[config.mk]
export PLATFORM = sky130hd
export DESIGN_NAME = spi_byte_fifo
export DESIGN_NICKNAME = d
export VERILOG_FILES = /design/src/rtl/spi_byte_fifo.sv
export SDC_FILE = /design/constraint.sdc
export NUM_CORES = 1
export LEC_CHECK = 0
export ABC_AREA = 1
export BUFFER_PORTS_ARGS = -buffer_cell sky130_fd_sc_hd__buf_2
export CORE_ASPECT_RATIO = 1.1
export CORE_UTILIZATION = 60
export DETAILED_ROUTE_END_ITERATION = 12
export GPL_TIMING_DRIVEN = 0
export PLACE_DENSITY_LB_ADDON = 0.3
export SLEW_MARGIN = 20
export SYNTH_ARGS = -nofsm -noshare
export SYNTH_HDL_FRONTEND = slang
export SYNTH_SLANG_ARGS = --single-unit
[constraint.sdc]
create_clock -name clock_in -period 4 [get_ports clock_in]
set_input_delay 0.8 -clock clock_in [delete_from_list [all_inputs] [get_ports clock_in]]
set_output_delay 0.8 -clock clock_in [all_outputs]
set_load 0.005 [all_outputs]
[src/rtl/spi_byte_fifo.sv]
// Byte FIFO behind the SPI peripheral: WRITE pushes operands, READ pops them as response bytes, STATUS/CLEAR manage it.
// Latency: state 2 cycles after opcode rise, first response byte same edge; pop shows next head 2 cycles after operand rise.
// Backpressure: none; pushes into a full FIFO are dropped and latch overflow, pops from empty are no-ops.
module spi_byte_fifo #(
    parameter logic [7:0] WRITE_OPCODE  = 8'h20,
    parameter logic [7:0] READ_OPCODE   = 8'h21,
    parameter logic [7:0] STATUS_OPCODE = 8'h22,
    parameter logic [7:0] CLEAR_OPCODE  = 8'h23,
    parameter int         DEPTH         = 64
) (
    input  logic       clock_in,
    input  logic       reset_n_in,
    input  logic [7:0] opcode_in,
    input  logic       opcode_valid_in,
    input  logic [7:0] operand_in,
    input  logic       operand_valid_in,
    output logic [7:0] response_out,
    output logic       response_valid_out,
    output logic [6:0] level_out,
    output logic       full_out,
    output logic       empty_out,
    output logic       overflow_out
);

    localparam int             PW      = $clog2(DEPTH);
    localparam logic [6:0]     DEPTH_L = 7'(DEPTH);
    localparam logic [PW-1:0]  LAST    = PW'(DEPTH - 1);

    typedef enum logic [2:0] {
        S_IDLE, S_WRITE, S_READ, S_STATUS, S_CLEAR, S_IGNORE
    } state_t;

    state_t        state;
    logic          opc_vld_q, opc_vld_qq, opd_vld_q, opd_vld_qq;
    logic [7:0]    opc_q, opd_q;
    logic [PW-1:0] wr_ptr, rd_ptr;
    logic [6:0]    level;
    logic          overflow;
    logic [7:0]    mem [DEPTH];

    logic          opc_rise, opd_rise, push, pop, drop;
    logic [7:0]    head;

    assign opc_rise = opc_vld_q & ~opc_vld_qq;
    assign opd_rise = opd_vld_q & ~opd_vld_qq;
    assign push     = (state == S_WRITE) && opc_vld_q && opd_rise && (level != DEPTH_L);
    assign drop     = (state == S_WRITE) && opc_vld_q && opd_rise && (level == DEPTH_L);
    assign pop      = (state == S_READ)  && opc_vld_q && opd_rise && (level != 7'd0);
    assign head     = (level == 7'd0) ? 8'h00 : mem[rd_ptr];

    assign level_out    = level;
    assign full_out     = (level == DEPTH_L);
    assign empty_out    = (level == 7'd0);
    assign overflow_out = overflow;

    // Storage carries no reset so it can map onto RAM; pointers/level define validity.
    always_ff @(posedge clock_in) begin
        if (push) begin
            mem[wr_ptr] <= opd_q;
        end
    end

    always_ff @(posedge clock_in or negedge reset_n_in) begin
        if (!reset_n_in) begin
            state              <= S_IDLE;
            opc_vld_q          <= 1'b0;
            opc_vld_qq         <= 1'b0;
            opd_vld_q          <= 1'b0;
            opd_vld_qq         <= 1'b0;
            opc_q              <= 8'h00;
            opd_q              <= 8'h00;
            wr_ptr             <= '0;
            rd_ptr             <= '0;
            level              <= 7'd0;
            overflow           <= 1'b0;
            response_out       <= 8'h00;
            response_valid_out <= 1'b0;
        end else begin
            opc_vld_q  <= opcode_valid_in;
            opc_vld_qq <= opc_vld_q;
            opd_vld_q  <= operand_valid_in;
            opd_vld_qq <= opd_vld_q;
            opc_q      <= opcode_in;
            opd_q      <= operand_in;

            if (push) begin
                wr_ptr <= (wr_ptr == LAST) ? '0 : wr_ptr + PW'(1);
                level  <= level + 7'd1;
            end
            if (drop) begin
                overflow <= 1'b1;
            end
            if (pop) begin
                rd_ptr <= (rd_ptr == LAST) ? '0 : rd_ptr + PW'(1);
                level  <= level - 7'd1;
            end
            if (state == S_CLEAR) begin
                wr_ptr   <= '0;
                rd_ptr   <= '0;
                level    <= 7'd0;
                overflow <= 1'b0;
            end

            if (state == S_IDLE) begin
                response_out       <= 8'h00;
                response_valid_out <= 1'b0;
                if (opc_rise) begin
                    if (opc_q == WRITE_OPCODE) begin
                        state <= S_WRITE;
                    end else if (opc_q == READ_OPCODE) begin
                        state              <= S_READ;
                        response_out       <= head;
                        response_valid_out <= 1'b1;
                    end else if (opc_q == STATUS_OPCODE) begin
                        state              <= S_STATUS;
                        response_out       <= {overflow, level};
                        response_valid_out <= 1'b1;
                    end else if (opc_q == CLEAR_OPCODE) begin
                        state <= S_CLEAR;
                    end else begin
                        state <= S_IGNORE;
                    end
                end
            end else if (!opc_vld_q) begin
                state              <= S_IDLE;
                response_out       <= 8'h00;
                response_valid_out <= 1'b0;
            end else begin
                case (state)
                    S_READ:  response_out <= head;
                    S_CLEAR: state        <= S_IGNORE;
                    default: ;
                endcase
            end
        end
    end

endmodule

Yosys cells after proc, flatten, opt, wreduce, memory -nomap -nowiden --
Memories as Yosys holds them, arrays and structs flattened. Cells that the tools add are included.
Storage, ports and cells: register bits 52, RAM bits 512, bits of input ports 20, output and inout bits 19, logic and storage cells 87, memories 1
Memory list:
- mem | words 64, bits a word 8, rd ports 1, clocked after memory_dff 0, write ports 1, line 39 | logic [7:0] mem [DEPTH];
Operators by class: $add $sub $neg 4, equality and inequality tests 15, muxes and demuxes 35, bitwise operators 4, reductions and logical operators 15
Operators by type and width (count):
- $mux 8 | 8
- $mux 6 | 6
- $eq 8x6->1 const B | 4
- $mux 3 | 7
- $mux 7 | 3
- $add 6x1->6 const B | 2
- $eq 6x6->1 const B | 2
- $mux 1 | 11
- $add 7x1->7 const B | 1
- $eq 7x7->1 const B | 1
- $logic_and 1x1->1 | 7
- $logic_not 7->1 | 1
- $ne 7x7->1 const B | 1
- $reduce_bool 7->1 | 1
- $sub 7x1->7 const B | 1
- $ne 3x1->1 const B | 2
- $reduce_bool 2->1 | 3
- $eq 3x1->1 const B | 1
- $eq 3x2->1 const B | 1
- $eq 3x3->1 const B | 1
- $logic_not 3->1 | 1
- $reduce_bool 3->1 | 1
- $and 1x1->1 | 2
- $ne 2x1->1 const B | 1
- other kinds (3) | 4

Depth between registers and ports, before layout --
depth in word-level cells 7, mapped depth 18

Least setup slack after synthesis --
Ideal clock, no wire load.
path kind register to register, start point register state[1], end point memory mem[0][0] (enable), data arrival time 1.720 ns, data required time 3.630 ns, setup slack 1.910 ns, cell stages (with the launch flop) 8, period minus slack after synthesis 2.090 ns, cells stage by stage dfrtp_1 > nor3_1 > nand4_1 > inv_1 > nand2_1 > nor2_1 > nand3_1 > nor2_1
Between the ends: cells in the longest elaborated chain, start to end 6
RTL lines:
- start: declaration | line 33 | state_t state;
- start signal: assignment | line 65 | state <= S_IDLE;
- start signal: assignment | line 109 | state <= S_WRITE;
- start signal: assignment | line 111 | state <= S_READ;
- $eq 3x1->1 | line 46 | assign push = (state == S_WRITE) && opc_vld_q && opd_rise && (level != DEPTH_L);
- $logic_and 1x1->1 (3 in series) | line 46
- $mux 1 | line 58 | if (push) begin
- $mux 1 (not written as such) | line 59 | mem[wr_ptr] <= opd_q;
- end: declaration | line 39
Every way passes these cells.

Worst setup path after layout --
start point register state[1], end point memory mem[16][5] (enable)
Same word-level chain as after synthesis.

==> results.toml <==
[clocking]
cts_max_level = 2
tritoncts = "done"
cts.repair.resized = 0
cts_buffers = 54
clock-root-buffer = "clkbuf_16"
cts_hold_buffers = 0
postCtsSetupBuffers = 0
path_clk_slew_ns = 0.07
clk_latency_ns = 0.62
clock_tree.buffer_depth = 3
cts_num_sinks = 564

[sta]
fin_crit_sh_pct = 84.4
setup_violations = 0
hold_viol_final = 0
drv_slew = 0
fmax_ghz = 0.296
fin_crit_ns = 3.38
hold-worst-slack_ns = 0.238
slew_headroom_pct = 32.8
tns_ns = 0
rsz0062_at_grt = "false"
finalWorstSetupSlack_ns = 0.624
finClkSkew_ns = 0.0290
worst_pin_slew_ns = 1.00

[yosys]
avgSynthCellArea_sq_um = 10.5
postSynthNetCount = 2333
ys_seq_area_share_pct = 69.0
synth_cells = 2310
ys_warn_count = 0
synthArstFlopShare_pct = 9.22
synth-edff-count = 512
syn_area_sq_um = 24200
synth_top_flop_cell = "edfxtp_1"
synth-seq-cells = 564
synth.distinct_cells = 39

[finish]
fin_area_sq_um = 27100
instances_no_fill = 2964
final_nets = 2434
drive_above_1_share_pct = 10.5
area_growth_pct = 12.0

[die]
start_util_pct = 61.3
fp-row-count = 76
dieArea_sq_um = 41100
ios = 39
die_w_microns = 193
core_area_sq_um = 39500
die_h_microns = 213

[job]
cap_violations = 0

[routing]
ant_nets = 0
viasPerCell = 5.86
drt_iter0_drc = 1938
wire_per_inst_microns = 23.9
drt-total-wl_microns = 70700
via_count = 17400
highest_layer = "met4"
wl_met2_microns = 33600
met3_length_microns = 5950
drc = 0
wl_met1_microns = 25900
first_pass_iters = 6

[grt]
grt_pass1_vias = 16700
grt_remaining_overflow = 0
grt_pass1_wl_microns = 103000
track_usage_pct = 34.9
grt_max_degree = 65
antenna_found_initial = 0

[critical_path]
critical_path_peak_fanout = 8
crit_arrival_ns = 3.61
endpoint_kind = "flop"
required_ns = 4.24
crit_path_start_kind = "flop"
path_class = "reg2reg"

[power_and_ir_drop]
powerDensity_nw_per_um2 = 557
worst_ir_drop_vdd_mv = 0.413
power_leakage_uw = 0.0110

[placement]
dp.cells = 2862
place_area_sq_um = 25200
place_hpwl_microns = 47500
io_buffers = 38
gp_congestion = 0.979
post-place-ws_ns = 0.773

[status]
status = "completed"

[worst_hold_path]
hold_class = "in2async"
[metrics by stage]
stage | util (%) | total power, uW
finish | 68.6 | 15100
floorplan | - | 8590
global placement | 63.3 | 9660
global route | 68.6 | 15500
CTS | 68.6 | 15000
detailed placement | 63.9 | 9730
[flip-flops by register name, indices dropped and copies added (netlist names)]
name	count
level_out	7
response_valid_out	1
opd_vld_qq	1
opd_q	8
mem	512
opc_vld_qq	1
opc_q	8
rd_ptr	6
opd_vld_q	1
overflow_out	1
response_out	8
state	3
wr_ptr	6
opc_vld_q	1
[cell usage after synthesis, types with 2 or more instances]
| cell type | n | area, sq um |
|---|---|---|
| clkbuf_1 | 14 | 52.6 |
| a31oi_1 | 4 | 25.0 |
| inv_2 | 11 | 41.3 |
| nand4_1 | 4 | 25.0 |
| nor2_1 | 103 | 387 |
| buf_4 | 17 | 128 |
| nor3_1 | 10 | 50.1 |
| buf_1 | 5 | 18.8 |
| o21ai_0 | 27 | 135 |
| nand2_2 | 6 | 37.5 |
| edfxtp_1 | 512 | 15400 |
| inv_1 | 188 | 706 |
| dfrtp_1 | 52 | 1300 |
| buf_2 | 58 | 290 |
| ha_1 | 3 | 37.5 |
| nand3_1 | 342 | 1710 |
| nand2_1 | 861 | 3230 |
| clkinv_1 | 5 | 18.8 |
| nor2_2 | 4 | 25.0 |
| a21oi_1 | 52 | 260 |
| or2_2 | 2 | 12.5 |
| buf_6 | 12 | 135 |
| nor2_4 | 2 | 22.5 |
[cell families (layout without fill, tap and decap cells)]
logic type | Yosys count | count (layout) | share of synthesized area [%]
simple gates | 1341 | 1341 | 23.0
flops | 564 | 564 | 69.0
buf+inv | 311 | 457 | 5.78
compound gates | 89 | 89 | 1.99
fa+ha+maj | 3 | 3 | 0.155
xor+xnor | 2 | 2 | 0.0725
other cells | 0 | 1 | 0
[area by class of cell]
| type | instances | area [sq um] |
|---|---|---|
| clock inverters | 35 | 429 |
| repair buffers | 45 | 363 |
| diodes | 1 | 2.50 |
| clock buffers | 66 | 1440 |
| flip-flops and latches | 564 | 16700 |
| plain buffers | 106 | 624 |
| inverters | 205 | 772 |
| fillers | 2906 | 12400 |
| multi-input cells | 1435 | 6100 |
| well taps | 507 | 634 |
[final timing paths]
path                                   from         endpoint  slack (ns)  depth (start not counted)
setup / recovery                   state[1]       mem[16][5]        0.62                          7
hold / removal                   reset_n_in  response_out[7]        0.24                          1
setup reg to reg                   state[1]       mem[16][5]        0.62                          7
hold reg to reg                   opd_vld_q       opd_vld_qq        0.41                          0
max in group asynchronous        reset_n_in         opd_q[3]        3.25                          1
min in group clock_in      operand_valid_in        opd_vld_q        0.29                          1
[worst max-delay path, stage by stage (launching register included)]
cell     delay (ns)
dfrtp_1        0.46
nor3_1         0.21
nand4_1        0.10
inv_1          0.11
nand2_1        0.15
nor2_1         0.29
nand3_1        0.66
nor2_1         1.01
[where the power goes]
group | leakage, uW | internal, uW | switching [uW] | total, uW
sequential | 0.00527 | 6470 | 62.2 | 6530
combinational | 0.00485 | 879 | 2280 | 3160
clock | 0.000894 | 3150 | 2240 | 5390
[layer usage]
layer / global-route usage (%) / up-vias
met1: 43.4 / 8251
li1: - / 7898
met3: 4.84 / 252
met2: 57.4 / 958
met4: 24.4 / 0
met5: 0 / -
[cell usage in the layout, fill, tap and decap left out, drive strengths merged, types with 2 or more instances in the layout]
cell type	n
nand2	867
edfxtp	512
nand3	343
inv	203
buf	137
nor2	109
clkbuf	80
a21oi	52
dfrtp	52
o21ai	27
clkinv	21
nor3	11
bufinv	9
clkinvlp	7
a31oi	5
nand4	4
ha	3
or2	3
nor3b	2
Note: power is estimated with default switching activity, not from simulation.
